--- src/rtl/uart_transceiver.sv ---
// uart_transceiver: full-duplex 8N1 UART with independent RX and TX paths.
// Baud timing comes from ClkFrequency/Baud; BIT_CLKS must be >= 16.
// Optional macro UART_FRAME_ERR_EN adds the RxD_frame_err pulse output.
`timescale 1ns/1ps

module uart_transceiver #(
    parameter int unsigned ClkFrequency = 10000000,
    parameter int unsigned Baud         = 19200
) (
    input  logic       clk,
    input  logic       rst_n,
    input  logic       RxD,
    output logic       RxD_data_ready,
    output logic [7:0] RxD_data,
    output logic       TxD,
    input  logic       TxD_start,
    input  logic [7:0] TxD_data,
    output logic       TxD_busy
`ifdef UART_FRAME_ERR_EN
    ,
    output logic       RxD_frame_err
`endif
);

    localparam int unsigned BIT_CLKS = (ClkFrequency + Baud / 2) / Baud;
    localparam int unsigned CNT_W    = $clog2(BIT_CLKS);

    // Counters expire at zero, so a reload of BIT_CLKS-1 gives BIT_CLKS clocks per state
    localparam logic [CNT_W-1:0] CNT_BIT  = CNT_W'(BIT_CLKS - 1);
    localparam logic [CNT_W-1:0] CNT_HALF = CNT_W'(BIT_CLKS / 2);
    localparam logic [CNT_W-1:0] CNT_ONE  = CNT_W'(1);

    localparam logic [1:0] TxIdle  = 2'd0;
    localparam logic [1:0] TxStart = 2'd1;
    localparam logic [1:0] TxData  = 2'd2;
    localparam logic [1:0] TxStop  = 2'd3;

    localparam logic [2:0] RxIdle  = 3'd0;
    localparam logic [2:0] RxStart = 3'd1;
    localparam logic [2:0] RxData  = 3'd2;
    localparam logic [2:0] RxStop  = 3'd3;
    localparam logic [2:0] RxBreak = 3'd4;

    logic [1:0]       r_tx_state;
    logic [CNT_W-1:0] r_tx_cnt;
    logic [2:0]       r_tx_bit;
    logic [7:0]       r_tx_shift;
    logic             r_txd;
    logic             r_tx_busy;
    logic             w_tx_tick;

    logic             r_rx_sync1;
    logic             r_rx_sync2;
    logic [2:0]       r_rx_state;
    logic [CNT_W-1:0] r_rx_cnt;
    logic [2:0]       r_rx_bit;
    logic [7:0]       r_rx_shift;
    logic [7:0]       r_rx_data;
    logic             r_rx_ready;
    logic             w_rx;
    logic             w_rx_tick;
`ifdef UART_FRAME_ERR_EN
    logic             r_frame_err;
`endif

    assign w_tx_tick = (r_tx_cnt == '0);
    assign w_rx_tick = (r_rx_cnt == '0);
    assign w_rx      = r_rx_sync2;

    assign TxD            = r_txd;
    assign TxD_busy       = r_tx_busy;
    assign RxD_data       = r_rx_data;
    assign RxD_data_ready = r_rx_ready;
`ifdef UART_FRAME_ERR_EN
    assign RxD_frame_err  = r_frame_err;
`endif

    // Transmitter: one state per bit time, TxD registered straight from the FSM
    always_ff @(posedge clk or negedge rst_n) begin
        if (!rst_n) begin
            r_tx_state <= TxIdle;
            r_tx_cnt   <= '0;
            r_tx_bit   <= '0;
            r_tx_shift <= '0;
            r_txd      <= 1'b1;
            r_tx_busy  <= 1'b0;
        end else begin
            unique case (r_tx_state)
                TxIdle: begin
                    if (TxD_start) begin
                        r_tx_shift <= TxD_data;
                        r_txd      <= 1'b0;
                        r_tx_busy  <= 1'b1;
                        r_tx_cnt   <= CNT_BIT;
                        r_tx_state <= TxStart;
                    end
                end
                TxStart: begin
                    if (w_tx_tick) begin
                        r_txd      <= r_tx_shift[0];
                        r_tx_shift <= {1'b0, r_tx_shift[7:1]};
                        r_tx_bit   <= '0;
                        r_tx_cnt   <= CNT_BIT;
                        r_tx_state <= TxData;
                    end else begin
                        r_tx_cnt <= r_tx_cnt - CNT_ONE;
                    end
                end
                TxData: begin
                    if (w_tx_tick) begin
                        r_tx_cnt <= CNT_BIT;
                        if (r_tx_bit == 3'd7) begin
                            r_txd      <= 1'b1;
                            r_tx_state <= TxStop;
                        end else begin
                            r_txd      <= r_tx_shift[0];
                            r_tx_shift <= {1'b0, r_tx_shift[7:1]};
                            r_tx_bit   <= r_tx_bit + 3'd1;
                        end
                    end else begin
                        r_tx_cnt <= r_tx_cnt - CNT_ONE;
                    end
                end
                TxStop: begin
                    if (w_tx_tick) begin
                        r_tx_busy  <= 1'b0;
                        r_tx_state <= TxIdle;
                    end else begin
                        r_tx_cnt <= r_tx_cnt - CNT_ONE;
                    end
                end
                default: r_tx_state <= TxIdle;
            endcase
        end
    end

    // Two-flop synchronizer for the asynchronous RxD pin; resets to line idle
    always_ff @(posedge clk or negedge rst_n) begin
        if (!rst_n) begin
            r_rx_sync1 <= 1'b1;
            r_rx_sync2 <= 1'b1;
        end else begin
            r_rx_sync1 <= RxD;
            r_rx_sync2 <= r_rx_sync1;
        end
    end

    // Receiver: half-bit delay to the start-bit centre, then sample every bit centre
    always_ff @(posedge clk or negedge rst_n) begin
        if (!rst_n) begin
            r_rx_state  <= RxIdle;
            r_rx_cnt    <= '0;
            r_rx_bit    <= '0;
            r_rx_shift  <= '0;
            r_rx_data   <= '0;
            r_rx_ready  <= 1'b0;
`ifdef UART_FRAME_ERR_EN
            r_frame_err <= 1'b0;
`endif
        end else begin
            r_rx_ready  <= 1'b0;
`ifdef UART_FRAME_ERR_EN
            r_frame_err <= 1'b0;
`endif
            unique case (r_rx_state)
                RxIdle: begin
                    if (!w_rx) begin
                        r_rx_cnt   <= CNT_HALF;
                        r_rx_state <= RxStart;
                    end
                end
                RxStart: begin
                    if (w_rx_tick) begin
                        if (w_rx) begin
                            // Line back high at the start-bit centre: treat as a glitch
                            r_rx_state  <= RxIdle;
`ifdef UART_FRAME_ERR_EN
                            r_frame_err <= 1'b1;
`endif
                        end else begin
                            r_rx_cnt   <= CNT_BIT;
                            r_rx_bit   <= '0;
                            r_rx_state <= RxData;
                        end
                    end else begin
                        r_rx_cnt <= r_rx_cnt - CNT_ONE;
                    end
                end
                RxData: begin
                    if (w_rx_tick) begin
                        r_rx_shift <= {w_rx, r_rx_shift[7:1]};
                        r_rx_cnt   <= CNT_BIT;
                        r_rx_bit   <= r_rx_bit + 3'd1;
                        if (r_rx_bit == 3'd7) begin
                            r_rx_state <= RxStop;
                        end
                    end else begin
                        r_rx_cnt <= r_rx_cnt - CNT_ONE;
                    end
                end
                RxStop: begin
                    if (w_rx_tick) begin
                        if (w_rx) begin
                            r_rx_data  <= r_rx_shift;
                            r_rx_ready <= 1'b1;
                            r_rx_state <= RxIdle;
                        end else begin
                            // Framing error: hold off until the line idles so a break is not a frame
                            r_rx_state  <= RxBreak;
`ifdef UART_FRAME_ERR_EN
                            r_frame_err <= 1'b1;
`endif
                        end
                    end else begin
                        r_rx_cnt <= r_rx_cnt - CNT_ONE;
                    end
                end
                RxBreak: begin
                    if (w_rx) begin
                        r_rx_state <= RxIdle;
                    end
                end
                default: r_rx_state <= RxIdle;
            endcase
        end
    end

endmodule

--- config.mk ---
export PLATFORM = sky130hd
export DESIGN_NAME = uart_transceiver
export DESIGN_NICKNAME = d
export VERILOG_FILES = /design/src/rtl/uart_transceiver.sv
export SDC_FILE = /design/constraint.sdc
export NUM_CORES = 1
export LEC_CHECK = 0
export BUFFER_PORTS_ARGS = -buffer_cell sky130_fd_sc_hd__buf_2
export CAP_MARGIN = 15
export CORE_MARGIN = 3
export CORE_UTILIZATION = 25
export CTS_CLUSTER_SIZE = 16
export DETAILED_ROUTE_END_ITERATION = 6
export MAX_ROUTING_LAYER = met4
export PLACE_DENSITY_LB_ADDON = 0.25
export SYNTH_ARGS = -nofsm -noshare
export SYNTH_HDL_FRONTEND = slang
export SYNTH_SLANG_ARGS = --single-unit
--- constraint.sdc ---
create_clock -name clk -period 3.3 [get_ports clk]
set_input_delay 0.495 -clock clk [delete_from_list [all_inputs] [get_ports clk]]
set_output_delay 0.495 -clock clk [all_outputs]
set_load 0.005 [all_outputs]
==> results of run 1 <==
final timing paths:
check	endpoint	slack, ns
max	r_rx_shift[2]$_DFFE_PN0P_	0.53
min	r_rx_sync1$_DFF_PN1_	0.27
max reg2reg	r_rx_shift[2]$_DFFE_PN0P_	0.53
min reg2reg	r_rx_sync2$_DFF_PN1_	0.35
max in group asynchronous	r_tx_shift[2]$_DFFE_PN0P_	2.45
min in group asynchronous	RxD_data[5]$_DFFE_PN0P_	0.33
metrics by stage:
| stage | util | setup slack [ns] | hold WS [ns] | instance area (sq um) |
|---|---|---|---|---|
| after global placement | 0.283 | 0.589 | 0.347 | 3480 |
| after global routing | 0.309 | 0.290 | 0.261 | 3800 |
| after CTS | 0.309 | 0.520 | 0.258 | 3800 |
| after floorplan | - | 0.775 | 0.199 | 3220 |
| final | 0.309 | 0.528 | 0.272 | 3800 |
| after detailed placement | 0.283 | 0.530 | 0.347 | 3480 |
logic make-up after synthesis:
kind of cell	Yosys count
and+or+nand+nor	72
AOI/OAI and AO/OA	69
DFF	60
buffers and inverters	34
adders and majority gates	13
xor gates and xnor gates	1
muxes	38
layer usage:
layer | up-vias | part of all wire | GRT usage
met5 | - | 0 | -
met4 | 0 | 0.027 | 0.0451
met3 | 13 | 0.035 | 0.0302
met2 | 38 | 0.44 | 0.146
met1 | 1101 | 0.49 | 0.130
li1 | 1133 | - | -
critical path: stages, from the launching register on:
cell	delay (ns)
dfrtp_1	0.40
inv_1	0.09
ha_1	0.16
or4b_2	0.68
nor3_1	0.39
and4_1	0.55
mux2_2	0.39
Yosys cell counts, types with 3 or more instances:
cell type,instances,area (sq um)
or4b_2,3,30.0
nor4_1,6,37.5
mux2_2,27,304
inv_1,16,60.1
mux2_4,8,120
a21oi_1,8,40.0
ha_1,13,163
dfrtp_1,57,1430
nor2_1,13,48.8
a22o_1,6,52.6
o31ai_1,6,45.0
buf_2,4,20.0
nand2_1,6,22.5
nor3_1,7,35.0
a21o_1,3,22.5
or3_1,9,56.3
or4_1,9,67.6
mux2i_1,3,30.0
o41ai_1,6,52.6
o21ai_0,11,55.1
a22oi_1,8,60.1
dfstp_2,3,78.8
or2_2,5,31.3
clkbuf_1,11,41.3
sequential cells by signal, summed over array words and instances, names as in the netlist, 3 cells and up:
register and flops:
r_rx_shift 8, r_rx_state 3, r_rx_bit 3, RxD_data 8, r_tx_cnt 10, r_tx_bit 3
r_tx_shift 8, r_rx_cnt 10
placed cells by master, fill, tap and decap left out, types with 3 or more instances in the layout:
| cell type | netlist | final |
|---|---|---|
| a21o_1 | 3 | 3 |
| or4b_2 | 3 | 3 |
| nand2_1 | 6 | 6 |
| clkinvlp_4 | 0 | 3 |
| buf_2 | 4 | 22 |
| a22oi_1 | 8 | 8 |
| or2_2 | 5 | 5 |
| mux2_2 | 27 | 27 |
| nor4_1 | 6 | 6 |
| nor3_1 | 7 | 7 |
| inv_1 | 16 | 16 |
| dfstp_2 | 3 | 3 |
| o41ai_1 | 6 | 6 |
| a22o_1 | 6 | 6 |
| dfrtp_1 | 57 | 57 |
| or4_1 | 9 | 9 |
| ha_1 | 13 | 13 |
| or3_1 | 9 | 9 |
| mux2i_1 | 3 | 3 |
| mux2_4 | 8 | 8 |
| buf_4 | 0 | 3 |
| nor2_1 | 13 | 13 |
| o31ai_1 | 6 | 6 |
| clkbuf_16 | 0 | 9 |
| o21ai_0 | 11 | 11 |
| a21oi_1 | 8 | 8 |
cell type report:
cell class / count / area [sq um]
fill: 1282 / 8510
multi-input combinational: 193 / 1570
sequential: 60 / 1510
clock buffer: 10 / 239
tap: 168 / 210
timing repair buffer: 25 / 133
clock inverter: 6 / 87.6
inverter: 16 / 60.1
power by group through the flow:
stage	registers (uW)	logic (uW)	clock network [uW]
2_1_floorplan	752	2.62	0
3_3_place_gp	753	25.5	0
3_5_place_dp	753	26.6	0
4_1_cts	740	26.5	1050
5_1_grt	740	29.1	1090
6_report	740	24.5	1020
==> reports/metrics.yaml, run 1 <==
clock_skew_ns: 0.00708
worstPathArrival_ns: 2.98
synth.distinct_cells: 54
switchingPower_uw: 358
rsz0062_at_grt: "no"
routed_wirelength_mm: 6.45
hpwl_mm: 4.26
p_int_uw: 1420
pwr-share-comb: 0.014
synth_area_sq_um: 3220
synthAdderAreaFrac: 0.0505
firstDrtPassIters: 4
crit_start: "r_rx_cnt[0]$_DFFE_PN0P_"
gp_congestion: 0.812
path_max_fanout: 11
start_util: 0.262
drt-initial-drc-count: 105
grt_pass1_wl_mm: 11.4
dieWidth_um: 120
core_sq_um: 12300
cp.required_ns: 3.51
area_growth_pct: 18.1
period_share: 0.840
slew_violations: 0
seq_area_frac_synth: 0.467
grt_max_degree: 61
swShare: 0.201
cap_violations: 0
synth.mux.area_fraction: 0.141
min_delay_path_depth: 1
drc_errors: 0
status: "finished clean"
cts_tree: "built"
finalCriticalPeriod_ns: 2.77
diodes: 0
p_leak_uw: 0.00171
min_path_type: "in -> reg"
synth_edf_count: 0
htree_levels: 3
synthCells: 287
ys.flop_type: "dfrtp_1"
tns_ns: 0
synth_fp_nets: 312
fmax_mhz: 361
via_count: 2285
min_from: "RxD"
path_class: "reg -> reg"
clockPowerShare: 0.571
synth_xor_xnor_area_share: 0.00272
antenna_left: 0
grt_util_all_layers: 0.101
postCtsSetupRepairBufs: 0
clock_tree.buffer_depth: 2
clkSinkCount: 60
cts.hold.buffers_added: 0
place_inst: 462
hold_violations: 0
clock_latency_ns: 0.33
wl_per_cell_um: 13.5
synth_compound_area_frac: 0.158
pwr-share-seq: 0.415
numCtsBuffers: 9
syn_area_per_cell_sq_um: 11.2
power_density_nw_per_um2: 469
num_rows: 40
synth-simple-area-share: 0.135
tightest_slew_ns: 0.829
layout.nets: 330
antenna_found_initial: 0
startpoint_type: "flip-flop"
io_pins: 23
cts_resized: 0
cts_root_buf: "clkbuf_16"
ir_drop_v: 0.000219
ff2ff_path_depth: 6
grt_overflow: 0
drive_above_1_share: 0.297
fin_cells: 478
die-area_sq_um: 14300
viasPerCell: 4.78
die_y_um: 120
total_power_uw: 1780
slew_headroom: 0.441
ys.warnings.count: 0
port_buffers: 22
setup_viol: 0
synth_seq_cells: 60
ys_async_sr_fraction: 1.00
r2r-start: "r_rx_cnt[0]$_DFFE_PN0P_"
grt_pass1_vias: 2323
synth_top_family_by_area: "compound AO/OA/AOI/OAI gates"
endpoint_kind: "flip-flop"
clkSlewWorstSetupHoldPaths_ns: 0.06
No activity file was read; power rests on OpenSTA's default activity.
==> inputs of run 2 (changes only) <==
==> constraint.sdc (replaced) <==
create_clock -name clk -period 2.4 [get_ports clk]
set_input_delay 0.36 -clock clk [delete_from_list [all_inputs] [get_ports clk]]
set_output_delay 0.36 -clock clk [all_outputs]
set_load 0.005 [all_outputs]
==> run 2 against run 1 <==
Global-route usage grew 0.80 points; largest power group unchanged; hold slack lost 0.24 ns; clock-buffer cell count is the same; first-iteration DRC count grew 23%; fmax grew 21%; cell area grew 6.5%; sequential power grew 38%; die area is the same; total power grew 32%; non-clock buffer count grew 27; critical path depth shrank 2; cell count grew 5.6%.
==> reports/metrics.yaml, run 2 (synthesis gave the netlist of run 1 again) <==
rsz0062_at_grt: "no"
grt_pass1_wl_mm: 12.2  # +6.8%
finalCriticalPeriod_ns: 2.29  # -0.481 ns
use_met3: 0.0344  # +0.00424
cts_tree: "built"
fmax_mhz: 436  # +21%
clock_skew_ns: 0.0111  # +0.00398 ns
grt_overflow: 0  # unchanged
cap_violations: 0  # unchanged
hpwl_mm: 4.69  # +10%
path_class: "reg -> reg"
ir_drop_v: 0.000259  # +18%
whs_ns: 0.0340  # -0.238 ns
worstPathArrival_ns: 2.50  # -0.48 ns
core_sq_um: 12300  # unchanged
gp_congestion: 0.753  # -7.2%
drive_above_1_share: 0.362  # +0.0652
io_pins: 23  # unchanged
htree_levels: 3  # unchanged
met2_usage: 0.162  # +0.0166
cts_root_buf: "clkbuf_16"
antenna_left: 0  # unchanged
die-area_sq_um: 14300  # unchanged
clock_tree.buffer_depth: 2  # unchanged
area_growth_pct: 25.7
cp.required_ns: 2.61  # -0.90 ns
tns_ns: 0  # unchanged
gr-usage-met1: 0.139  # +0.00959
port_buffers: 22  # unchanged
mostFrequentLayoutCell: "dfrtp_1"
diodes: 0  # unchanged
grt_max_degree: 61  # unchanged
period_share: 0.955  # +0.115
tightest_slew_ns: 0.872  # +0.0429 ns
utilization: 0.329  # +0.0200
min_path_type: "in -> async"
p_leak_uw: 0.00189  # +11%
endpoint_kind: "flip-flop"
clkSlewWorstSetupHoldPaths_ns: 0.06  # about the same
path_max_fanout: 9  # -2
viasPerCell: 4.73  # -1.0%
drc_errors: 0  # unchanged
final_cell_mix: "dfrtp_1 (57), mux2_2 (27), buf_4 (27)"
power_density_nw_per_um2: 581  # +24%
num_rows: 40  # unchanged
layout.nets: 357  # +8.2%
routed_wirelength_mm: 6.85  # +6.2%
total_power_uw: 2350  # +32%
grt_pass1_vias: 2467  # +6.2%
clock_latency_ns: 0.33  # about the same
cts.hold.buffers_added: 0  # unchanged
slew_violations: 0  # unchanged
via_count: 2389  # +4.6%
reg_top3: "r_rx_cnt x10, r_tx_cnt x10"
grt_util_all_layers: 0.109  # +0.00805
status: "finished clean"
gr-max-usage-layer: "met2"
hold_violations: 0  # unchanged
startpoint_type: "flip-flop"
drt-initial-drc-count: 129  # +23%
die_y_um: 120  # unchanged
dieWidth_um: 120  # unchanged
slew_headroom: 0.412  # -0.0287
antenna_found_initial: 0  # unchanged
setup_viol: 0  # unchanged
start_util: 0.262  # unchanged
wl_per_cell_um: 13.6  # +0.54%
numCtsBuffers: 9  # unchanged
clkSinkCount: 60  # unchanged
firstDrtPassIters: 4  # unchanged
## run 2: power by group
group          switching [uW]  leakage (uW)  internal, uW  total [uW]
registers               0.968      0.000757          1020        1020
clock network             469      0.000144           829        1300
logic                    26.1      0.000988          12.9        39.0
total                     496       0.00189          1860        2350
## run 2: area by class of cell
cell class	count	area (sq um)
clock buffer	10	239
clock inverter	6	63.8
fill	1285	8260
inverter	16	60.1
multi-input combinational	193	1600
sequential	60	1510
tap	168	210
timing repair buffer	52	373
## run 2: worst paths after layout
check	startpoint	to	slack, ns	depth (start not counted)
setup / recovery	r_tx_cnt[8]$_DFFE_PN0P_	r_tx_shift[6]$_DFFE_PN0P_	0.11	4
hold / removal	rst_n	r_rx_cnt[9]$_DFFE_PN0P_	0.03	2
setup reg to reg	r_tx_cnt[8]$_DFFE_PN0P_	r_tx_shift[6]$_DFFE_PN0P_	0.11	4
hold reg to reg	r_rx_sync1$_DFF_PN1_	r_rx_sync2$_DFF_PN1_	0.36	0
max in group asynchronous	rst_n	TxD$_DFFE_PN1P_	2.03	2
min in group clk	RxD	r_rx_sync1$_DFF_PN1_	0.13	1
## run 2: through the flow
step / area, sq um / worst slack (ns) / instances
2_1_floorplan: 3250 / 0.00783 / 287
3_3_place_gp: 3730 / 0.0199 / 489
3_5_place_dp: 3730 / -0.0175 / 489
4_1_cts: 4040 / 0.0658 / 505
5_1_grt: 4050 / 0.0120 / 505
6_report: 4050 / 0.108 / 505
## run 2: metal layers
layer,share of wire,vias up
li1,-,1173
met1,0.48,1183
met2,0.48,28
met3,0.029,5
met4,0.0098,0
met5,0,-
## run 2: timing repair
| action | CTS | global route |
|---|---|---|
| setup buffers | 0 | 0 |
| setup endpoints to repair | 16 | 2 |
| gates resized for setup | 2 | 2 |
## run 2: critical path, stage by stage, from the launching register on
cell and delay [ns]:
dfrtp_1 0.38, or4_1 0.56, or3_4 0.45, a221o_4 0.46, mux2_4 0.32
==> inputs of run 3 (changes only) <==
--- a/config.mk
+++ b/config.mk
@@ -12,7 +12,8 @@
 export CTS_CLUSTER_SIZE = 16
 export DETAILED_ROUTE_END_ITERATION = 6
 export MAX_ROUTING_LAYER = met4
-export PLACE_DENSITY_LB_ADDON = 0.25
+export PLACE_DENSITY = 0.46
+export RECOVER_POWER = 25
 export SYNTH_ARGS = -nofsm -noshare
 export SYNTH_HDL_FRONTEND = slang
 export SYNTH_SLANG_ARGS = --single-unit
==> run 3 against run 2 <==
Clock-buffer cell count fell by 1; sequential power barely moved; critical endpoint is now r_tx_shift[7]$_DFFE_PN0P_; clock skew fell by 0.0056 ns; critical path type unchanged; combinational power fell by 5.6%; highest routed layer unchanged; clock power barely moved; cell count rose by 0.20%; global-route usage fell by 0.64 points.
==> reports/metrics.yaml, run 3 (synthesis gave the netlist of run 1 again) <==
status: "finished clean"
drc_errors: 0  # unchanged
port_buffers: 22  # unchanged
die_y_um: 120  # unchanged
slew_headroom: 0.0366  # -0.376
crit_chain: "or4_1, or3_4, a221o_1, buf_12, mux2_4"
num_rows: 40  # unchanged
hpwl_mm: 4.69  # about the same
grt_pass1_vias: 2426  # -1.7%
tightest_slew_ns: 1.45  # +0.573 ns
clkSinkCount: 60  # unchanged
wl_per_cell_um: 13.2  # -3.0%
slew_violations: 0  # unchanged
setup_viol: 0  # unchanged
clock_latency_ns: 0.33  # about the same
final_cell_mix: "dfrtp_1 (57), mux2_2 (27), buf_4 (27)"
cp.required_ns: 2.61  # about the same
cap_violations: 0  # unchanged
min_path_type: "in -> reg"
cts_tree: "built"
area_growth_pct: 25.8  # about the same
worstPathArrival_ns: 2.54  # +0.04 ns
cp_slowest_cell: "or4_1"
path_max_fanout: 9  # unchanged
mostFrequentLayoutCell: "dfrtp_1"
endpoint_kind: "flip-flop"
fill_cells: 1278  # -0.54%
drt-initial-drc-count: 139  # +7.8%
clock_tree.buffer_depth: 2  # unchanged
cp_slowest_stage_delay_ns: 0.57  # about the same
path_class: "reg -> reg"
finalCriticalPeriod_ns: 2.33  # +0.0357 ns
diodes: 0  # unchanged
antenna_left: 0  # unchanged
die-area_sq_um: 14300  # unchanged
htree_levels: 3  # unchanged
hold_violations: 0  # unchanged
startpoint_type: "flip-flop"
power_density_nw_per_um2: 576  # -0.79%
p_leak_uw: 0.00185  # -1.8%
reg_top3: "r_rx_cnt x10, r_tx_cnt x10"
antenna_found_initial: 0  # unchanged
routed_wirelength_mm: 6.66  # -2.8%
io_pins: 23  # unchanged
via_count: 2405  # +0.67%
rsz0062_at_grt: "no"
tns_ns: 0  # unchanged
viasPerCell: 4.75  # +0.47%
grt_overflow: 0  # unchanged
layout.nets: 358  # +0.28%
period_share: 0.970  # +0.0149
numCtsBuffers: 9  # unchanged
fmax_mhz: 430  # -1.5%
start_util: 0.262  # unchanged
grt_util_all_layers: 0.102  # -0.00643
cts_root_buf: "clkbuf_16"
gp_congestion: 0.771  # +2.4%
dieWidth_um: 120  # unchanged
grt_pass1_wl_mm: 11.5  # -5.8%
grt_max_degree: 26  # -57%
utilization: 0.329  # about the same
cts.hold.buffers_added: 0  # unchanged
clkSlewWorstSetupHoldPaths_ns: 0.06  # about the same
ir_drop_v: 0.000426  # +65%
firstDrtPassIters: 4  # unchanged
drive_above_1_share: 0.352  # -0.00995
clock_skew_ns: 0.00551  # -0.00555 ns
core_sq_um: 12300  # unchanged
==> run 3: report_power, final <==
part	leakage, uW	internal, uW	switching [uW]
Clock	0.000142	807	475
Combinational	0.000956	12.5	24.3
Sequential	0.000757	1020	2.44
Total	0.00186	1830	502
==> run 3: repair_timing <==
item                                    CTS  global route
resized for setup                         1             1
buffers inserted                          0             0
endpoints found under the setup margin    1            17
==> run 3: path summary, 6_finish.rpt <==
| check | slack (ns) | start | to | cells after the start |
|---|---|---|---|---|
| worst max-delay path | 0.07 | r_tx_cnt[8]$_DFFE_PN0P_ | r_tx_shift[7]$_DFFE_PN0P_ | 5 |
| worst min-delay path | 0.14 | RxD | r_rx_sync1$_DFF_PN1_ | 1 |
| worst max register to register | 0.07 | r_tx_cnt[8]$_DFFE_PN0P_ | r_tx_shift[7]$_DFFE_PN0P_ | 5 |
| worst min register to register | 0.38 | r_rx_sync1$_DFF_PN1_ | r_rx_sync2$_DFF_PN1_ | 0 |
| max in group asynchronous | 1.06 | rst_n | r_rx_sync2$_DFF_PN1_ | 2 |
| min in group asynchronous | 0.37 | rst_n | r_tx_state[1]$_DFFE_PN0P_ | 1 |
==> run 3: layout make-up <==
type | count | area (sq um) | area share
multi-input combinational | 193 | 1590 | 0.391
sequential | 60 | 1510 | 0.371
timing repair buffer | 53 | 392 | 0.0966
clock buffer | 9 | 225 | 0.0555
tap | 168 | 210 | 0.0518
clock inverter | 7 | 76.3 | 0.0188
inverter | 16 | 60.1 | 0.0148
==> run 3: layer usage <==
layer	part of all wire	vias up	wire, um	track usage
met3	0.039	10	261	0.0353
met5	0	-	0	-
met4	0.016	0	109	0.0365
li1	-	1187	-	-
met1	0.49	1171	3260	0.128
met2	0.45	37	3030	0.154
==> run 3: stage by stage <==
stage / instances / hold slack, ns / total power (uW) / instance area, sq um / setup slack [ns]
floorplan: 287 / 0.0644 / 1040 / 3250 / 0.00783
global placement: 490 / 0.372 / 1070 / 3750 / 0.0275
detailed placement: 490 / 0.369 / 1080 / 3750 / 0.00826
CTS: 506 / 0.0489 / 2390 / 4050 / 0.0228
global route: 506 / 0.127 / 2450 / 4060 / 0.0239
finish: 506 / 0.136 / 2340 / 4060 / 0.0725
==> run 3: worst max-delay path: cells and delay by family, from the launching register on <==
family | cells | cell delay, ns
AND/OR/NAND/NOR | 2 | 1.02
flip-flops | 1 | 0.38
AO/OA/AOI/OAI | 1 | 0.35
multiplexers | 1 | 0.29
buffers and inverters | 1 | 0.16
